$ cat config.mk
export PLATFORM = sky130hd
export DESIGN_NAME = axi4_stream_upsize_gbx
export DESIGN_NICKNAME = d
export VERILOG_FILES = /design/src/rtl/axi4_stream_upsize_gbx.sv
export SDC_FILE = /design/constraint.sdc
export NUM_CORES = 1
export LEC_CHECK = 0
export BUFFER_PORTS_ARGS = -buffer_cell sky130_fd_sc_hd__buf_2
export CORE_MARGIN = 2
export CORE_UTILIZATION = 30
export DETAILED_ROUTE_END_ITERATION = 8
export GPL_ROUTABILITY_DRIVEN = 0
export PLACE_DENSITY_LB_ADDON = 0.08
export RECOVER_POWER = 50
export SYNTH_ARGS = -nofsm -noshare
export SYNTH_HDL_FRONTEND = slang
export SYNTH_SLANG_ARGS = --single-unit
export TNS_END_PERCENT = 20
$ cat constraint.sdc
create_clock -name clk_i -period 2.3 [get_ports clk_i]
set_input_delay 0.23 -clock clk_i [delete_from_list [all_inputs] [get_ports clk_i]]
set_output_delay 0.23 -clock clk_i [all_outputs]
set_load 0.02 [all_outputs]
$ cat src/rtl/axi4_stream_upsize_gbx.sv
// Narrow-to-wide AXI4-Stream gearbox: packs RATIO input beats into one
// output beat, little-endian lane order. Partial words (early tlast) are
// zero-padded with tkeep/tstrb cleared on the unfilled lanes.
// Optional feature macro: GBX_PKT_CNT_EN adds pkt_cnt_o, a wrapping count
// of output words sent with tlast.
module axi4_stream_upsize_gbx #(
  parameter int DATA_WIDTH_IN = 16,
  parameter int RATIO         = 4,
  parameter int ID_WIDTH      = 1,
  parameter int DEST_WIDTH    = 1,
  parameter int USER_WIDTH    = 1
) (
  input  logic                               clk_i,
  input  logic                               rst_i,
  input  logic                               pkt_i_tvalid,
  output logic                               pkt_i_tready,
  input  logic [DATA_WIDTH_IN-1:0]           pkt_i_tdata,
  input  logic [DATA_WIDTH_IN/8-1:0]         pkt_i_tkeep,
  input  logic [DATA_WIDTH_IN/8-1:0]         pkt_i_tstrb,
  input  logic [ID_WIDTH-1:0]                pkt_i_tid,
  input  logic [DEST_WIDTH-1:0]              pkt_i_tdest,
  input  logic [USER_WIDTH-1:0]              pkt_i_tuser,
  input  logic                               pkt_i_tlast,
  output logic                               pkt_o_tvalid,
  input  logic                               pkt_o_tready,
  output logic [DATA_WIDTH_IN*RATIO-1:0]     pkt_o_tdata,
  output logic [DATA_WIDTH_IN*RATIO/8-1:0]   pkt_o_tkeep,
  output logic [DATA_WIDTH_IN*RATIO/8-1:0]   pkt_o_tstrb,
  output logic [ID_WIDTH-1:0]                pkt_o_tid,
  output logic [DEST_WIDTH-1:0]              pkt_o_tdest,
  output logic [USER_WIDTH-1:0]              pkt_o_tuser,
  output logic                               pkt_o_tlast
`ifdef GBX_PKT_CNT_EN
  ,
  output logic [31:0]                        pkt_cnt_o
`endif
);

  localparam int DW = DATA_WIDTH_IN;
  localparam int KI = DATA_WIDTH_IN / 8;
  localparam int DO = DATA_WIDTH_IN * RATIO;
  localparam int KO = DO / 8;
  localparam int FW = $clog2(RATIO);

  logic [FW-1:0]           fill;
  logic                    first_word;
  logic [USER_WIDTH-1:0]   user_hold;
  logic [(RATIO-1)*DW-1:0] acc_data;
  logic [(RATIO-1)*KI-1:0] acc_keep;
  logic [(RATIO-1)*KI-1:0] acc_strb;

  logic                    fill_full;
  logic                    in_hs;
  logic                    word_done;
  logic                    out_hs;
  logic [DO-1:0]           word_data;
  logic [KO-1:0]           word_keep;
  logic [KO-1:0]           word_strb;
  logic [USER_WIDTH-1:0]   word_user;

  // A completing beat can only be taken if the output register is free or draining.
  assign fill_full    = (fill == FW'(RATIO - 1));
  assign pkt_i_tready = !(pkt_o_tvalid && !pkt_o_tready && (fill_full || pkt_i_tlast));
  assign in_hs        = pkt_i_tvalid && pkt_i_tready;
  assign word_done    = in_hs && (fill_full || pkt_i_tlast);
  assign out_hs       = pkt_o_tvalid && pkt_o_tready;

  // A single-beat first word never passes through user_hold.
  assign word_user = (fill == '0) ? pkt_i_tuser : user_hold;

  // Lanes below the fill point come from the accumulator, the current beat
  // takes lane 'fill', and lanes above it are zero (partial word).
  for (genvar k = 0; k < RATIO; k++) begin : g_lane
    if (k < RATIO - 1) begin : g_acc
      assign word_data[k*DW +: DW] = (fill == FW'(k)) ? pkt_i_tdata :
                                     (fill >  FW'(k)) ? acc_data[k*DW +: DW] : '0;
      assign word_keep[k*KI +: KI] = (fill == FW'(k)) ? pkt_i_tkeep :
                                     (fill >  FW'(k)) ? acc_keep[k*KI +: KI] : '0;
      assign word_strb[k*KI +: KI] = (fill == FW'(k)) ? pkt_i_tstrb :
                                     (fill >  FW'(k)) ? acc_strb[k*KI +: KI] : '0;

      // Capture a non-completing beat into its accumulator lane.
      always_ff @(posedge clk_i or negedge rst_i) begin
        if (!rst_i) begin
          acc_data[k*DW +: DW] <= '0;
          acc_keep[k*KI +: KI] <= '0;
          acc_strb[k*KI +: KI] <= '0;
        end else if (in_hs && !word_done && fill == FW'(k)) begin
          acc_data[k*DW +: DW] <= pkt_i_tdata;
          acc_keep[k*KI +: KI] <= pkt_i_tkeep;
          acc_strb[k*KI +: KI] <= pkt_i_tstrb;
        end
      end
    end else begin : g_top
      assign word_data[k*DW +: DW] = fill_full ? pkt_i_tdata : '0;
      assign word_keep[k*KI +: KI] = fill_full ? pkt_i_tkeep : '0;
      assign word_strb[k*KI +: KI] = fill_full ? pkt_i_tstrb : '0;
    end
  end

  // Fill position, first-word tracking and first-beat tuser capture.
  always_ff @(posedge clk_i or negedge rst_i) begin
    if (!rst_i) begin
      fill       <= '0;
      first_word <= 1'b1;
      user_hold  <= '0;
    end else if (in_hs) begin
      fill <= word_done ? '0 : fill + 1'b1;
      if (word_done) first_word <= pkt_i_tlast;
      if (first_word && fill == '0) user_hold <= pkt_i_tuser;
    end
  end

  // Output register: loaded on completion, held while stalled.
  always_ff @(posedge clk_i or negedge rst_i) begin
    if (!rst_i) begin
      pkt_o_tvalid <= 1'b0;
      pkt_o_tdata  <= '0;
      pkt_o_tkeep  <= '0;
      pkt_o_tstrb  <= '0;
      pkt_o_tid    <= '0;
      pkt_o_tdest  <= '0;
      pkt_o_tuser  <= '0;
      pkt_o_tlast  <= 1'b0;
    end else if (word_done) begin
      pkt_o_tvalid <= 1'b1;
      pkt_o_tdata  <= word_data;
      pkt_o_tkeep  <= word_keep;
      pkt_o_tstrb  <= word_strb;
      pkt_o_tid    <= pkt_i_tid;
      pkt_o_tdest  <= pkt_i_tdest;
      pkt_o_tuser  <= first_word ? word_user : '0;
      pkt_o_tlast  <= pkt_i_tlast;
    end else if (out_hs) begin
      pkt_o_tvalid <= 1'b0;
    end
  end

`ifdef GBX_PKT_CNT_EN
  // Count packets leaving the gearbox; wraps naturally at 32 bits.
  always_ff @(posedge clk_i or negedge rst_i) begin
    if (!rst_i) pkt_cnt_o <= '0;
    else if (out_hs && pkt_o_tlast) pkt_cnt_o <= pkt_cnt_o + 32'd1;
  end
`endif

endmodule

* Word level (Yosys, flattened, before mapping)
Cells that the tools add are included.
** Word-level totals
- Flip-flop bits (word level) :: 149
- Input bits :: 28
- Output and inout port bits :: 86
- Logic and storage cells :: 71
** Cells by class
- $add $sub $neg :: 1
- Magnitude comparators :: 3
- Eq/ne operators :: 3
- Mux-type cells :: 26
- Reduce and logical (&&, ||, !) cells :: 18
** Operators by type and width (count)
- $mux W16 :: 7
- $mux W2 :: 15
- $logic_and A1 B1 Y1 :: 10
- $eq A2 B2 Y1 const B :: 2
- $gt A2 B1 Y1 const B :: 2
- $mux W1 :: 4
- $reduce_and A2 Y1 :: 2
- $logic_not A1 Y1 :: 3
- $add A2 B1 Y2 const B :: 1
- $eq A2 B1 Y1 const B :: 1
- $gt A2 B2 Y1 const B :: 1
- $logic_not A2 Y1 :: 1
- $reduce_bool A2 Y1 :: 1
- $logic_or A1 B1 Y1 :: 1

* Logic depth before layout (Yosys ltp)
- Depth in word-level cells :: 9
- Depth in mapped cells :: 6
- Depth with buffers taken out :: 5

* Worst setup path after synthesis
OpenSTA, ideal clock, no wires.
- Path type :: register to register
- Start point :: register fill[0]
- End point :: register pkt_o_tdata[20]
- Library setup time :: 125 ps
- Data arrival time :: 1543 ps
- Data required time :: 2175 ps
- Path slack :: 631 ps
- Cell stages (with the launch flop) :: 7
- Path buffers :: 2
- Clock period less this slack :: 1669 ps
- Cell sequence :: dfrtp_1 > ha_1 > nor2_4 > nand3b_4 > buf_6 > buf_6 > mux2_4
** Between the ends
- Longest elaborated chain between the ends :: 6
- Elaborated cells on any way between the ends :: 10
- Those cells by class :: order compare (1); eq/ne (2); mux (2); reduce/logical (5)
** Ends and longest elaborated chain
- from (decl) :: line 45 : logic [FW-1:0] fill;
- from (signal assigned) :: line 108 : fill <= word_done ? '0 : fill + 1'b1;
- $eq A2 B2 Y1 :: line 62 : assign fill_full = (fill == FW'(RATIO - 1));
- $logic_or A1 B1 Y1 :: line 63, 65
- $logic_and A1 B1 Y1 :: line 63 : assign pkt_i_tready = !(pkt_o_tvalid && !pkt_o_tready && (fill_full || pkt_i_tlast));
- $logic_not A1 Y1 :: line 63
- $logic_and A1 B1 Y1 :: line 64 : assign in_hs = pkt_i_tvalid && pkt_i_tready;
- $logic_and A1 B1 Y1 :: line 65 : assign word_done = in_hs && (fill_full || pkt_i_tlast);
- to (signal assigned) :: line 127 : pkt_o_tdata <= word_data;
- to (decl) :: line 26 : output logic [DATA_WIDTH_IN*RATIO-1:0] pkt_o_tdata,
Several ways; a longest one is shown, not always the timed one.
A chain may end at the register's enable or synchronous reset.

* Worst setup path after layout
- Start point :: register fill[0]
- End point :: register acc_strb[5]
** Between the ends
- Longest elaborated chain between the ends :: 9
- Elaborated cells on any way between the ends :: 10
- Those cells by class :: eq/ne (2); reduce/logical (8)
** Ends and longest elaborated chain
- $eq A2 B2 Y1 :: line 62
- $logic_or A1 B1 Y1 :: line 63, 65
- $logic_and A1 B1 Y1 :: line 63
- $logic_not A1 Y1 :: line 63
- $logic_and A1 B1 Y1 :: line 64
- $logic_and A1 B1 Y1 :: line 65
- $logic_not A1 Y1 :: line 88 : end else if (in_hs && !word_done && fill == FW'(k)) begin
- $logic_and A1 B1 Y1 :: line 88
- $logic_and A1 B1 Y1 (*) :: line 88
- to (signal, indexed assignment) :: line 91 : acc_strb[k*KI +: KI] <= pkt_i_tstrb;
- to (decl) :: line 50 : logic [(RATIO-1)*KI-1:0] acc_strb;
Mark *: on every way between the ends. The rest lies on a longest branch, timed or not.

==> results.md <==
- Maximum level of the CTS H-tree: 4
- Layout area overhead: 25.1%
- Cell mode on critical path: buf_4
- Largest family of logic cells by synthesized area: multiplexers
- Peak fanout along the critical path: 21
- Chip height: 149 um
- Top_reg_cell synth: dfrtp_1
- Max cap viols: 1
- Top achievable clock speed: 0.501 GHz
- Simple-Gate Fraction of Synth Area: 0.0161
- DR WL/cell: 18.6 um
- Syn_area_per_cell: 15.4 sq um
- Placement Setup Slack: about 0.24 ns
- Clock Pin Slew Worst Setup and Hold Paths: approximately 0.060 ns
- Max stage delay on crit path: ~0.40 ns
- Clk Latency, worst-skew pair: ~0.42 ns
- Worst Max-Slew Pin Slew: 1.62 ns
- Min Tclk post-route: 2.00 ns
- Synth async-reset ratio: 1.00
- Worst hold path class: in2reg
- Initial antenna violation count: 0
- Drt pass-1 iters: 4
- Violated checks: max-capacitance violations, max-slew violations
- Delay-heaviest family, CP: buffers and inverters
- Yosys warnings: 0
- CORE AREA: ~21000 sq um
- CP Data Arrival Time: 2.30 ns
- FF-to-FF End: acc_strb[5]
- Postcts setup bufs: 0
- Compound-cell area share of the yosys netlist: 0.0904
- Final TNS setup: 0 ns
- CTS max path bufs: 2
- First-pass GRT wire length: roughly 24000 um
- CTS tree: done
- R2R Path Start: fill[0]
- Gate Count Post-Synth: between 400 and 500
- Via density: ~4.7
- Grt total ovfl: 0
- Buf/Inv on CP: 3
- Worst r2r path cells: 6
- Post-synthesis sequential area ratio: 0.592
- Xor/xnor share of the synthesized area: 0
- Final setup fails: 0
- EDFF count, synth: 0
- TritonCTS Buffers: 17
- CP Cell Sequence: inv_1 -> ha_1 -> buf_4 -> and3_1 -> buf_4 -> mux2_2
- Fin crit share: 0.869
- Adder-Cell Fraction of Synth Area: 0.00794
- HP Start: pkt_i_tdest
- Dpl hpwl: about 10000 um
- Critical path capture point type: flip-flop
- Yosys cell types: 22
- Post-Syn Area: 6300 sq um
- Yosys reg bits: ~150
- Pins Over Slew Limit: 60
- Total routing usage reported by global routing: 0.146
- Worst Hold Path EP: pkt_o_tdest
- Initial DRC Count: 172
- Clk_skew: about 0.008 ns
- Detail Route Antenna Nets: 0
- PnR worst setup slack: 0.302 ns
- Port Buffers: 113
- Inserted Diodes: 0
- CP max stage cell: dfrtp_1
- Syn Nets: 440
- Vias: 3841
- Initial Util: 0.303
- Critical Path RT: 2.61 ns
- Worst vdd ir: 0.000504 V
- Die area: 22200 sq um
- Clock sink total: 149
- Hold Path Stages: 2
- Fillers: 2043
- Largest net degree at the start of global routing: 61
- Vias in the first global route: 4060
- Pleak: 3.69 nW
- Status: finished, violations left
- Nets: 565
- RSZ-0062 raised after global routing: no
- Ports: 114
- Slew headroom: -0.0805
- Startpoint types: flip-flop
- Post-Route WL: approximately 15000 um
- Post-synthesis mux area share: 0.269
- PD cells: approximately 1300 nW/um^2
- FP Rows: 53
- Die extent in x: 149 um
- FF-to-FF setup slack: between 0.3 and 0.4 ns
- Fraction of layout cells with a size suffix above 1: 0.493
- DRC Markers: 0
- Setup Crit Path Kind: reg2reg
- Final hold vios: 0
- Root buffer cell: clkbuf_16
## state kept, by name, summed over array words and instances (netlist names), 2 cells and up
signal       count
acc_data        48
acc_keep         6
acc_strb         6
fill             2
pkt_o_tdata     64
pkt_o_tkeep      8
pkt_o_tstrb      8
## per-layer routing
layer | global-route usage | vias up | wire length [um]
met5 | 0 | - | 0
met2 | 0.232 | 70 | 7430
li1 | - | 1763 | -
met4 | 0.0514 | 0 | 225
met1 | 0.198 | 1993 | 7100
met3 | 0.0312 | 15 | 479
## synth_stat cells, types with 2 or more instances
cell,instances,area (sq um)
and3_1,4,25.0
dfrtp_1,148,3700
a22o_1,62,543
mux2_4,17,255
buf_6,3,33.8
nand3_1,2,10.0
o21ai_0,2,10.0
nor2b_1,3,18.8
clkbuf_1,10,37.5
buf_2,15,75.1
ha_1,4,50.1
inv_1,2,7.51
mux2_2,127,1430
## power by group
group          internal [W]  switching (W)
clock network       0.00199        0.00106
registers           0.00359       0.000493
logic               0.00138        0.00144
total               0.00696        0.00299
## cells in the final DEF, fill, tap and decap left out, types with 6 or more instances in the layout
master,netlist,final
a22o_1,62,62
buf_2,15,68
dfrtp_1,148,148
clkbuf_8,0,6
mux2_4,17,17
clkbuf_16,0,17
buf_4,0,16
mux2_2,127,127
clkbuf_1,10,46
## worst reg2reg max path, delay by kind of cell, from the launching register on
family | cells | cell delay, ns
adders and majority gates | 1 | 0.19
buffers and inverters | 3 | 0.68
DFF | 1 | 0.40
muxes | 1 | 0.37
and+or+nand+nor | 1 | 0.24
## metrics by stage
stage | std cells | cell area [sq um] | utilization | power, W | hold slack, ns
after floorplan | 408 | 6300 | - | 0.00604 | -0.0656
after global placement | 788 | 7270 | 0.349 | 0.00699 | 0.264
after detailed placement | 788 | 7270 | 0.349 | 0.00707 | 0.269
after CTS | 821 | 7940 | 0.381 | 0.0102 | 0.0190
after global routing | 821 | 7880 | 0.378 | 0.0106 | 0.0341
final | 821 | 7880 | 0.378 | 0.00995 | 0.0379
## cells by family (layout without fill, tap and decap cells)
logic type      count (synthesis)  in the layout
flops                         149            149
simple gates                   14             14
fa+ha+maj                       4              4
mux                           145            145
compound gates                 66             66
buf+inv                        30            168
## worst max path at each step
stage	startpoint	to	slack, ns	cells past startpoint
2_1_floorplan	fill[0]	pkt_o_tdata[20]	0.63	6
3_3_place_gp	fill[1]	pkt_o_tdata[26]	0.31	5
3_5_place_dp	fill[1]	pkt_o_tdata[26]	0.24	5
4_1_cts	fill[1]	pkt_o_tdata[26]	0.24	5
5_1_grt	rst_i	first_word	0.10	3
6_report	fill[0]	acc_strb[5]	0.30	6
## layout make-up
cell class / instances / area [sq um] / area share
clock buffer: 25 / 515 / 0.0654
clock inverter: 7 / 140 / 0.0178
inverter: 2 / 7.51 / 0.000953
multi-input combinational: 229 / 2420 / 0.307
sequential: 149 / 3730 / 0.473
tap: 275 / 344 / 0.0437
timing repair buffer: 134 / 721 / 0.0915
## what timing repair did
item / 4_1_cts / 5_1_grt
gates resized for setup: 0 / 0
endpoints found under the hold margin: 56 / 0
hold buffers: 1 / 0
Power figures use the tool's default switching activity.
